$ cat src/rtl/conv3x3_mac_pkg.sv
// ============================================================================
// Module   : conv3x3_mac_pkg
// Purpose  : Shared FSM encoding and result-width derivation for conv3x3_mac.
// Revision : 1.0 - initial release
// ============================================================================
`default_nettype none

package conv3x3_mac_pkg;

   typedef enum logic [1:0] {
      ST_IDLE  = 2'd0,
      ST_RUN   = 2'd1,
      ST_FLUSH = 2'd2,
      ST_DRAIN = 2'd3
   } state_t;

   localparam int c_KERN_TAPS = 9;
   localparam int c_BIAS_IDX  = 9;

   // Nine WIDTH x WIDTH products plus a bias need 2*WIDTH+4 bits of headroom.
   function automatic int acc_width(input int width);
      return 2 * width + 4;
   endfunction

endpackage

`default_nettype wire

$ cat src/rtl/mac_row3.sv
// ============================================================================
// Module   : mac_row3
// Purpose  : One kernel row: three registered signed products, then their sum.
// Revision : 1.0 - initial release
// ============================================================================
`default_nettype none

module mac_row3 #(
   parameter int WIDTH = 8
) (
   input  logic                       clk,
   input  logic                       rst_n,
   input  logic                       i_en,
   input  logic [3*WIDTH-1:0]         i_pix,
   input  logic [3*WIDTH-1:0]         i_kern,
   output logic signed [2*WIDTH+1:0]  o_sum
);

   localparam int c_PW = 2 * WIDTH;
   localparam int c_SW = 2 * WIDTH + 2;

   logic signed [c_PW-1:0] w_prod [3];
   logic signed [c_PW-1:0] r_prod [3];
   logic signed [c_SW-1:0] w_sum;

   generate
      for (genvar c = 0; c < 3; c++) begin : g_tap
         logic signed [c_PW-1:0] w_a;
         logic signed [c_PW-1:0] w_b;
         assign w_a = {{WIDTH{i_pix[c*WIDTH+WIDTH-1]}},  i_pix[c*WIDTH +: WIDTH]};
         assign w_b = {{WIDTH{i_kern[c*WIDTH+WIDTH-1]}}, i_kern[c*WIDTH +: WIDTH]};
         assign w_prod[c] = w_a * w_b;
      end
   endgenerate

   assign w_sum = {{2{r_prod[0][c_PW-1]}}, r_prod[0]}
                + {{2{r_prod[1][c_PW-1]}}, r_prod[1]}
                + {{2{r_prod[2][c_PW-1]}}, r_prod[2]};

   always_ff @(posedge clk or negedge rst_n) begin
      if (!rst_n) begin
         for (int i = 0; i < 3; i++) r_prod[i] <= '0;
         o_sum <= '0;
      end else if (i_en) begin
         for (int i = 0; i < 3; i++) r_prod[i] <= w_prod[i];
         o_sum <= w_sum;
      end
   end

endmodule

`default_nettype wire

$ cat src/rtl/conv3x3_mac.sv
// ============================================================================
// Module   : conv3x3_mac
// Purpose  : 3x3 signed convolution over three row FIFOs with bias and backpressure.
// Revision : 1.0 - initial release
// ============================================================================
`default_nettype none

module conv3x3_mac
   import conv3x3_mac_pkg::*;
#(
   parameter int WIDTH    = 8,
   parameter int ADDR_BIT = 3,
   parameter int ACC_W    = acc_width(WIDTH)
) (
   input  logic                  clk,
   input  logic                  rst_n,
   input  logic                  start,
   input  logic [ADDR_BIT:0]     img_w,
   input  logic [7:0]            n_rows,
   input  logic                  w_wen,
   input  logic [WIDTH-1:0]      w_in,
   input  logic [9*WIDTH-1:0]    win_in,
   input  logic                  win_avail,
   input  logic                  row_avail,
   output logic                  ren,
   output logic [ACC_W-1:0]      out_data,
   output logic                  out_valid,
   input  logic                  out_ready,
   output logic                  busy,
   output logic                  done
);

   localparam int c_SUM_W = 2 * WIDTH + 2;
   localparam int c_CW    = ADDR_BIT + 1;

   state_t                    r_state, w_state_nxt;
   logic [c_CW-1:0]           r_img_w, w_img_w_nxt;
   logic [c_CW-1:0]           r_col, w_col_nxt;
   logic [c_CW-1:0]           w_last_col;
   logic [7:0]                r_n_rows, w_n_rows_nxt;
   logic [7:0]                r_row, w_row_nxt;
   logic                      r_fcnt, w_fcnt_nxt;

   logic [3:0]                r_w_idx;
   logic [WIDTH-1:0]          r_k [c_KERN_TAPS];
   logic signed [ACC_W-1:0]   r_bias;

   logic                      r_v1, r_v2;
   logic                      w_pipe_en;
   logic                      w_issue;
   logic                      w_empty;
   logic [3*WIDTH-1:0]        w_krow [3];
   logic signed [c_SUM_W-1:0] w_rsum [3];
   logic signed [ACC_W-1:0]   w_rsum_ext [3];
   logic signed [ACC_W-1:0]   w_total;

   assign w_pipe_en  = !out_valid || out_ready;
   assign w_issue    = ren && (r_state == ST_RUN);
   assign w_empty    = !r_v1 && !r_v2 && !out_valid;
   assign w_last_col = r_img_w - c_CW'(3);
   assign busy       = (r_state != ST_IDLE);

   // Kernel/bias writes are only accepted while idle so a frame never sees a half-updated kernel.
   always_ff @(posedge clk or negedge rst_n) begin
      if (!rst_n) begin
         r_w_idx <= '0;
         r_bias  <= '0;
         for (int i = 0; i < c_KERN_TAPS; i++) r_k[i] <= '0;
      end else if ((r_state == ST_IDLE) && w_wen) begin
         if (r_w_idx == 4'(c_BIAS_IDX)) begin
            r_bias  <= {{(ACC_W-WIDTH){w_in[WIDTH-1]}}, w_in};
            r_w_idx <= '0;
         end else begin
            r_k[r_w_idx] <= w_in;
            r_w_idx      <= r_w_idx + 4'd1;
         end
      end
   end

   generate
      for (genvar r = 0; r < 3; r++) begin : g_row
         assign w_krow[r] = {r_k[3*r+2], r_k[3*r+1], r_k[3*r]};

         mac_row3 #(
            .WIDTH (WIDTH)
         ) u_mac_row3 (
            .clk    (clk),
            .rst_n  (rst_n),
            .i_en   (w_pipe_en),
            .i_pix  (win_in[3*r*WIDTH +: 3*WIDTH]),
            .i_kern (w_krow[r]),
            .o_sum  (w_rsum[r])
         );

         assign w_rsum_ext[r] = {{(ACC_W-c_SUM_W){w_rsum[r][c_SUM_W-1]}}, w_rsum[r]};
      end
   endgenerate

   assign w_total = w_rsum_ext[0] + w_rsum_ext[1] + w_rsum_ext[2] + r_bias;

   // Stage valids travel alongside the data registers inside mac_row3.
   always_ff @(posedge clk or negedge rst_n) begin
      if (!rst_n) begin
         r_v1      <= 1'b0;
         r_v2      <= 1'b0;
         out_valid <= 1'b0;
         out_data  <= '0;
      end else if (w_pipe_en) begin
         r_v1      <= w_issue;
         r_v2      <= r_v1;
         out_valid <= r_v2;
         if (r_v2) out_data <= w_total;
      end
   end

   always_ff @(posedge clk or negedge rst_n) begin
      if (!rst_n) begin
         r_state  <= ST_IDLE;
         r_img_w  <= '0;
         r_n_rows <= '0;
         r_col    <= '0;
         r_row    <= '0;
         r_fcnt   <= 1'b0;
      end else begin
         r_state  <= w_state_nxt;
         r_img_w  <= w_img_w_nxt;
         r_n_rows <= w_n_rows_nxt;
         r_col    <= w_col_nxt;
         r_row    <= w_row_nxt;
         r_fcnt   <= w_fcnt_nxt;
      end
   end

   always_comb begin
      w_state_nxt  = r_state;
      w_img_w_nxt  = r_img_w;
      w_n_rows_nxt = r_n_rows;
      w_col_nxt    = r_col;
      w_row_nxt    = r_row;
      w_fcnt_nxt   = r_fcnt;
      ren          = 1'b0;
      done         = 1'b0;

      case (r_state)
         ST_IDLE: begin
            if (start) begin
               w_img_w_nxt  = img_w;
               w_n_rows_nxt = n_rows;
               w_col_nxt    = '0;
               w_row_nxt    = '0;
               w_fcnt_nxt   = 1'b0;
               w_state_nxt  = ST_RUN;
            end
         end
         ST_RUN: begin
            ren = win_avail && w_pipe_en;
            if (ren) begin
               if (r_col == w_last_col) begin
                  w_col_nxt   = '0;
                  w_fcnt_nxt  = 1'b0;
                  w_state_nxt = ST_FLUSH;
               end else begin
                  w_col_nxt = r_col + c_CW'(1);
               end
            end
         end
         ST_FLUSH: begin
            // The two trailing entries of each row are discarded regardless of backpressure.
            ren = row_avail;
            if (ren) begin
               if (r_fcnt) begin
                  w_fcnt_nxt = 1'b0;
                  if (r_row == r_n_rows - 8'd1) begin
                     w_state_nxt = ST_DRAIN;
                  end else begin
                     w_row_nxt   = r_row + 8'd1;
                     w_state_nxt = ST_RUN;
                  end
               end else begin
                  w_fcnt_nxt = 1'b1;
               end
            end
         end
         ST_DRAIN: begin
            if (w_empty) begin
               done        = 1'b1;
               w_state_nxt = ST_IDLE;
            end
         end
         default: w_state_nxt = ST_IDLE;
      endcase
   end

endmodule

`default_nettype wire

$ cat config.mk
export PLATFORM = sky130hd
export DESIGN_NAME = conv3x3_mac
export DESIGN_NICKNAME = d
export VERILOG_FILES = /design/src/rtl/conv3x3_mac_pkg.sv /design/src/rtl/mac_row3.sv /design/src/rtl/conv3x3_mac.sv
export SDC_FILE = /design/constraint.sdc
export NUM_CORES = 2
export LEC_CHECK = 0
export ABC_CLOCK_PERIOD_IN_PS = 6400
export BUFFER_PORTS_ARGS = -buffer_cell sky130_fd_sc_hd__buf_4
export CAP_MARGIN = 30
export CORE_MARGIN = 4
export CORE_UTILIZATION = 50
export DETAILED_ROUTE_END_ITERATION = 7
export GPL_ROUTABILITY_DRIVEN = 1
export PLACE_DENSITY = 0.74
export SYNTH_ARGS = -nofsm -noshare
export SYNTH_HDL_FRONTEND = slang
export SYNTH_SLANG_ARGS = --single-unit
$ cat constraint.sdc
create_clock -name clk -period 6.4 [get_ports clk]
set_clock_uncertainty 0.1 [all_clocks]
set_input_delay 1.28 -clock clk [delete_from_list [all_inputs] [get_ports clk]]
set_output_delay 1.28 -clock clk [all_outputs]
set_load 0.05 [all_outputs]
After elaboration in Yosys (flattened, before gate mapping)
Cells that the tools add are included.
{"block": "classes", "add_sub_neg": 14, "n_mul": 9, "n_reduce_logical": 23, "n_shift": 0, "eq_ne": 13, "order_cmp": 2, "div_mod_pow": 0, "n_bitwise": 2, "mux": 30}
{"op": "8-bit by 8-bit multiplier with 16-bit output", "n": 9}
{"op": "72-bit bitwise mux", "n": 1}
{"op": "18-bit adder", "n": 3}
{"op": "16-bit by 16-bit adder with 17-bit output", "n": 3}
{"op": "8-bit two-way mux", "n": 5}
{"op": "8-bit demux with 4-bit select", "n": 1}
{"op": "19-bit by 18-bit adder with 20-bit output", "n": 1}
{"op": "20-bit by 8-bit adder with 20-bit output", "n": 1}
{"op": "18-bit by 18-bit adder with 19-bit output", "n": 1}
{"op": "4-bit two-way mux", "n": 4}
{"op": "8-bit case mux with 2 select lines", "n": 1}
{"op": "2-bit two-way mux", "n": 7}
{"op": "2-bit inequality test (second input constant)", "n": 5}
{"op": "5-bit AND reduction", "n": 2}
{"op": "4-bit by 1-bit adder with 4-bit output (second input constant)", "n": 2}
{"op": "8-bit by 1-bit adder with 8-bit output (second input constant)", "n": 1}
{"op": "8-bit equality test", "n": 1}
{"op": "2-bit case mux with 4 select lines", "n": 1}
{"op": "4-bit case mux with 2 select lines", "n": 1}
{"op": "2-bit AND reduction", "n": 4}
{"op": "8-bit by 1-bit subtractor with 8-bit output (second input constant)", "n": 1}
{"op": "1-bit two-way mux", "n": 7}
{"op": "1-bit logical AND", "n": 6}
{"op": "6-bit AND reduction", "n": 1}
{"op": "other kinds (18)", "n": 24}
{"block": "word_totals", "latchBits": 0, "ram_bits": 0, "word_cells": 126, "out_inout_bits": 24, "n_memories": 0, "regBits": 332, "romBits": 0, "input_bits": 99}

Logic depth before layout (Yosys ltp)
{"block": "logic_depth", "ltp_word": 6, "ltp_mapped": 20, "ltp_nobuf": 20}

Cells and area by module
A second synthesis with hierarchy kept.
{"block": "unflattened", "cells_unflattened": 4159, "hier_area_um2": 41031.9}
{"mod": "mac_row3 (g_row[0].u_mac_row3)", "area_per_inst_um2": 11138.2, "seq_area_each_um2": 1651.6, "n_inst": 1, "cells_each": 1155}
{"mod": "mac_row3 (g_row[1].u_mac_row3)", "area_per_inst_um2": 11111.9, "seq_area_each_um2": 1651.6, "n_inst": 1, "cells_each": 1146}
{"mod": "mac_row3 (g_row[2].u_mac_row3)", "area_per_inst_um2": 10956.8, "seq_area_each_um2": 1651.6, "n_inst": 1, "cells_each": 1135}
{"mod": "conv3x3_mac", "area_per_inst_um2": 7825.0, "seq_area_each_um2": 3353.2, "n_inst": 1, "cells_each": 723}

Least setup slack after synthesis
OpenSTA, ideal clock, no wires.
{"block": "synth_path", "kind": "input to register", "from": "input win_in[64]", "to": "register g_row[2].u_mac_row3.r_prod[14] (netlist name)", "path_slack_ns": 1.033, "t_required_ns": 6.180, "t_arrival_ns": 5.147, "stages": 16, "setup_time_ns": 0.120, "path_buffers": 0, "cell_sequence": "nand2b_1 -> fa_1 -> fa_1 -> inv_1 -> fa_1 -> inv_1 -> fa_1 -> inv_1 -> ha_1 -> o21a_1 -> o21ai_0 -> a21oi_1 -> o211ai_1 -> a21boi_0 -> or3_1 -> a31o_2"}
{"block": "synth_via", "elab_chain_len": 1}
{"element": "start: declaration", "line_no": "conv3x3_mac.sv:22", "rtl": "input logic [9*WIDTH-1:0] win_in,"}
{"element": "8-bit by 8-bit multiplier with 16-bit output", "line_no": "mac_row3.sv:32", "rtl": "assign w_prod[c] = w_a * w_b;"}
{"element": "end: declaration", "line_no": "mac_row3.sv:23", "rtl": "logic signed [c_PW-1:0] r_prod [3];"}
Every way passes these cells.
A chain may end at the register's enable or synchronous reset.

Final worst setup path
{"block": "layout_path", "from": "input win_in[67]", "to": "register g_row[2].u_mac_row3.r_prod[14] (netlist name)"}
Same word-level chain as after synthesis.

==> impl_metrics.csv <==
group,metric,value,unit
cells_and_area,fin_nets,5443,
placed_design,place_area,0.0428,sq mm
clock_tree,clock_latency,580,ps
cells_and_area,diodes,0,
timing,fin_ws,1140,ps
placed_design,post-dp-hpwl,73.7,mm
detailed_routing,drt_wl_total,92.4,mm
placed_design,io_buffers,122,
timing,worst_slew_pin_slew,1000,ps
floorplan,io_pins,123,
critical_path,crit_fanout,8,
yosys,synth-edff-count,0,
placed_design,dpl_worst_slack,616,ps
timing,period_needed,5260,ps
critical_path,path_buf_inv,5,
floorplan,rows,104,
placed_design,post-place-cells,5436,
timing,finalHoldViolations,0,
clock_tree,cts_setup_buffers,0,
critical_path,start_kind,"input port",
yosys,synth.avg_cell_area,9.42,sq um
yosys,ys.flop_type,"dfrtp_1",
critical_path,crit_type,"in2reg",
detailed_routing,avgRoutedWirePerCell,16.8,um
cells_and_area,final_area,0.0441,sq mm
yosys,synth_top_area_cell,"fa_1",
status,outcome,"finished, final reports clean",
timing,grt_setup_unrepaired,"no",
timing,finalCritPeriodShare,82.2,%
clock_tree,path_clk_slew,60,ps
timing,slew_headroom,33.0,%
yosys,postSynthCellCount,4311,
yosys,yosysSeqAreaShare,20.5,%
yosys,syn-num-nets,5336,
clock_tree,clock-sinks,332,
timing,drv_slew,0,
global_route,antenna_found_initial,4,
hold_path,worstHoldPathType,"reg2reg",
detailed_routing,firstDrtPassIters,5,
clock_tree,ctsHoldBuffers,0,
clock_tree,htreeDepth,2,
critical_path,worstPathRequired,6740,ps
global_route,grt_max_degree,99,
yosys,synth_most_common_cell,"inv_1",
floorplan,core,0.0805,sq mm
yosys,synth_top_area_share,26.5,%
timing,fin_setup_tns,0,ps
clock_tree,cts_root_buf,"clkbuf_16",
yosys,synth_area_leaders,"fa_1 (27%), dfrtp_1 (20%), ha_1 (12%)",
critical_path,path_cells,"buf_4, and2_1, fa_1, inv_1, fa_1, inv_1, fa_1, inv_1, fa_1, inv_1, ha_1, o21a_1, o21ai_0, a21oi_1, o211ai_1, a21boi_0, or3_1, a31o_2",
detailed_routing,routed_via_density,5.30,
global_route,grt_pass1_wl,155,mm
clock_tree,cts_resized,0,
yosys,ys_top_cells_by_count,"inv_1 (750), fa_1 (538), nand2_1 (402)",
cells_and_area,drive_above_1_share,7.76,%
clock_tree,cts_tree,"yes",
floorplan,initial_core_util,50.4,%
floorplan,dieArea,0.0858,sq mm
yosys,synth_cell_types,71,
detailed_routing,antenna_left,0,
timing,fmax,0.190,GHz
cells_and_area,fin_cells,5508,
detailed_routing,route.vias.total,29200,
floorplan,die_w,293,um
detailed_routing,drtIter0Drc,1650,
critical_path,max_stage_delay,550,ps
cells_and_area,area_growth,8.68,%
global_route,first_global_vias,30600,
yosys,yosysWarnings,0,
detailed_routing,route.detailed.drc,0,
yosys,ys_ff_latch,332,
yosys,synth_area,0.0406,sq mm
global_route,grt_overflow_total,0,
yosys,ys_async_sr_fraction,100,%
critical_path,critPathTopFamily,"adder cells",
job,cap_violations,0,
timing,finalSetupViolations,0,
clock_tree,clock_path_buffers,3,
clock_tree,cts_buffers,40,
critical_path,cp.arrival,5600,ps
critical_path,critPathSlowestCell,"fa_1",
placed_design,place_congestion,0.902,
global_route,grt_usage,22.2,%
critical_path,cp-end-kind,"register",
floorplan,die_h,293,um
metrics by stage:
step	hold slack (ps)	utilization [%]
after global routing	397	54.8
final	378	54.8
after detailed placement	367	53.1
after global placement	354	53.0
after CTS	381	54.8
after floorplan	343	-
final timing paths:
| path | cells after the start | slack (ps) | start | to |
|---|---|---|---|---|
| min reg2reg | 2 | 380 | g_row[2].u_mac_row3.r_prod[2]$_DFFE_PN0N_ | g_row[2].u_mac_row3.r_prod[2]$_DFFE_PN0N_ |
| max reg2reg | 16 | 1460 | r_k[7]$_DFFE_PN0P_ | g_row[2].u_mac_row3.r_prod[14]$_DFFE_PN0N_ |
| max | 18 | 1140 | win_in[67] | g_row[2].u_mac_row3.r_prod[14]$_DFFE_PN0N_ |
| max in group asynchronous | 2 | 4340 | rst_n | r_k[31]$_DFFE_PN0P_ |
| min | 2 | 380 | g_row[2].u_mac_row3.r_prod[2]$_DFFE_PN0N_ | g_row[2].u_mac_row3.r_prod[2]$_DFFE_PN0N_ |
| min in group asynchronous | 1 | 610 | rst_n | r_row[2]$_DFFE_PN0P_ |
layer usage:
layer	routed length (um)	GRT usage, %	vias up
li1	-	-	14000
met1	39200	29.0	14600
met2	46900	39.5	483
met3	3630	2.46	126
met4	2690	5.93	0
met5	0	0	-
state kept, by name, summed over array words and instances (netlist names):
signal / flops
r_v1: 1
r_bias: 8
r_n_rows: 8
r_row: 8
g_row.u_mac_row3.r_prod: 144
g_row.u_mac_row3.o_sum: 54
r_k: 72
out_data: 20
r_w_idx: 4
r_v2: 1
r_col: 4
r_fcnt: 1
r_state: 2
out_valid: 1
r_img_w: 4
worst reg2reg max path: cells and delay by family, from the launching register on:
kind	cells	cell delay (ps)
compound gates	6	1060
fa+ha+maj	5	2460
buf+inv	3	160
flops	1	580
simple gates	2	470
cells by family (layout without fill, tap and decap cells):
logic type	count (synthesis)	after routing	synth area share, %
adder cells (fa/ha/maj)	926	926	38.5
flip-flops	332	332	20.5
AO/OA/AOI/OAI	673	673	10.2
AND/OR/NAND/NOR	1233	1233	15.5
XOR/XNOR	220	220	4.74
multiplexers	108	108	2.98
buffers and inverters	819	956	7.57
cell type report:
cell class,instances,area (sq um)
clock buffers,56,1160
clock inverters,16,206
fillers,7209,36400
inverters,751,2820
multi-input cells,3160,29200
flip-flops and latches,332,8310
well taps,1060,1330
repair buffers,133,1070
cell usage in the layout (no fill, tap or decap), types with 104 or more instances in the layout:
cell type  Yosys  final
a21oi_1      225    225
and2_1       390    390
buf_4          0    127
dfrtp_1      332    332
fa_1         538    538
ha_1         388    388
inv_1        750    750
mux2_2       104    104
nand2_1      402    402
nor2_1       155    155
o21ai_0      161    161
xnor2_1      160    160
Power is left out: the tool's default activity adds up to more than one toggle a clock period on the data nets, which glitch-free logic cannot reach.
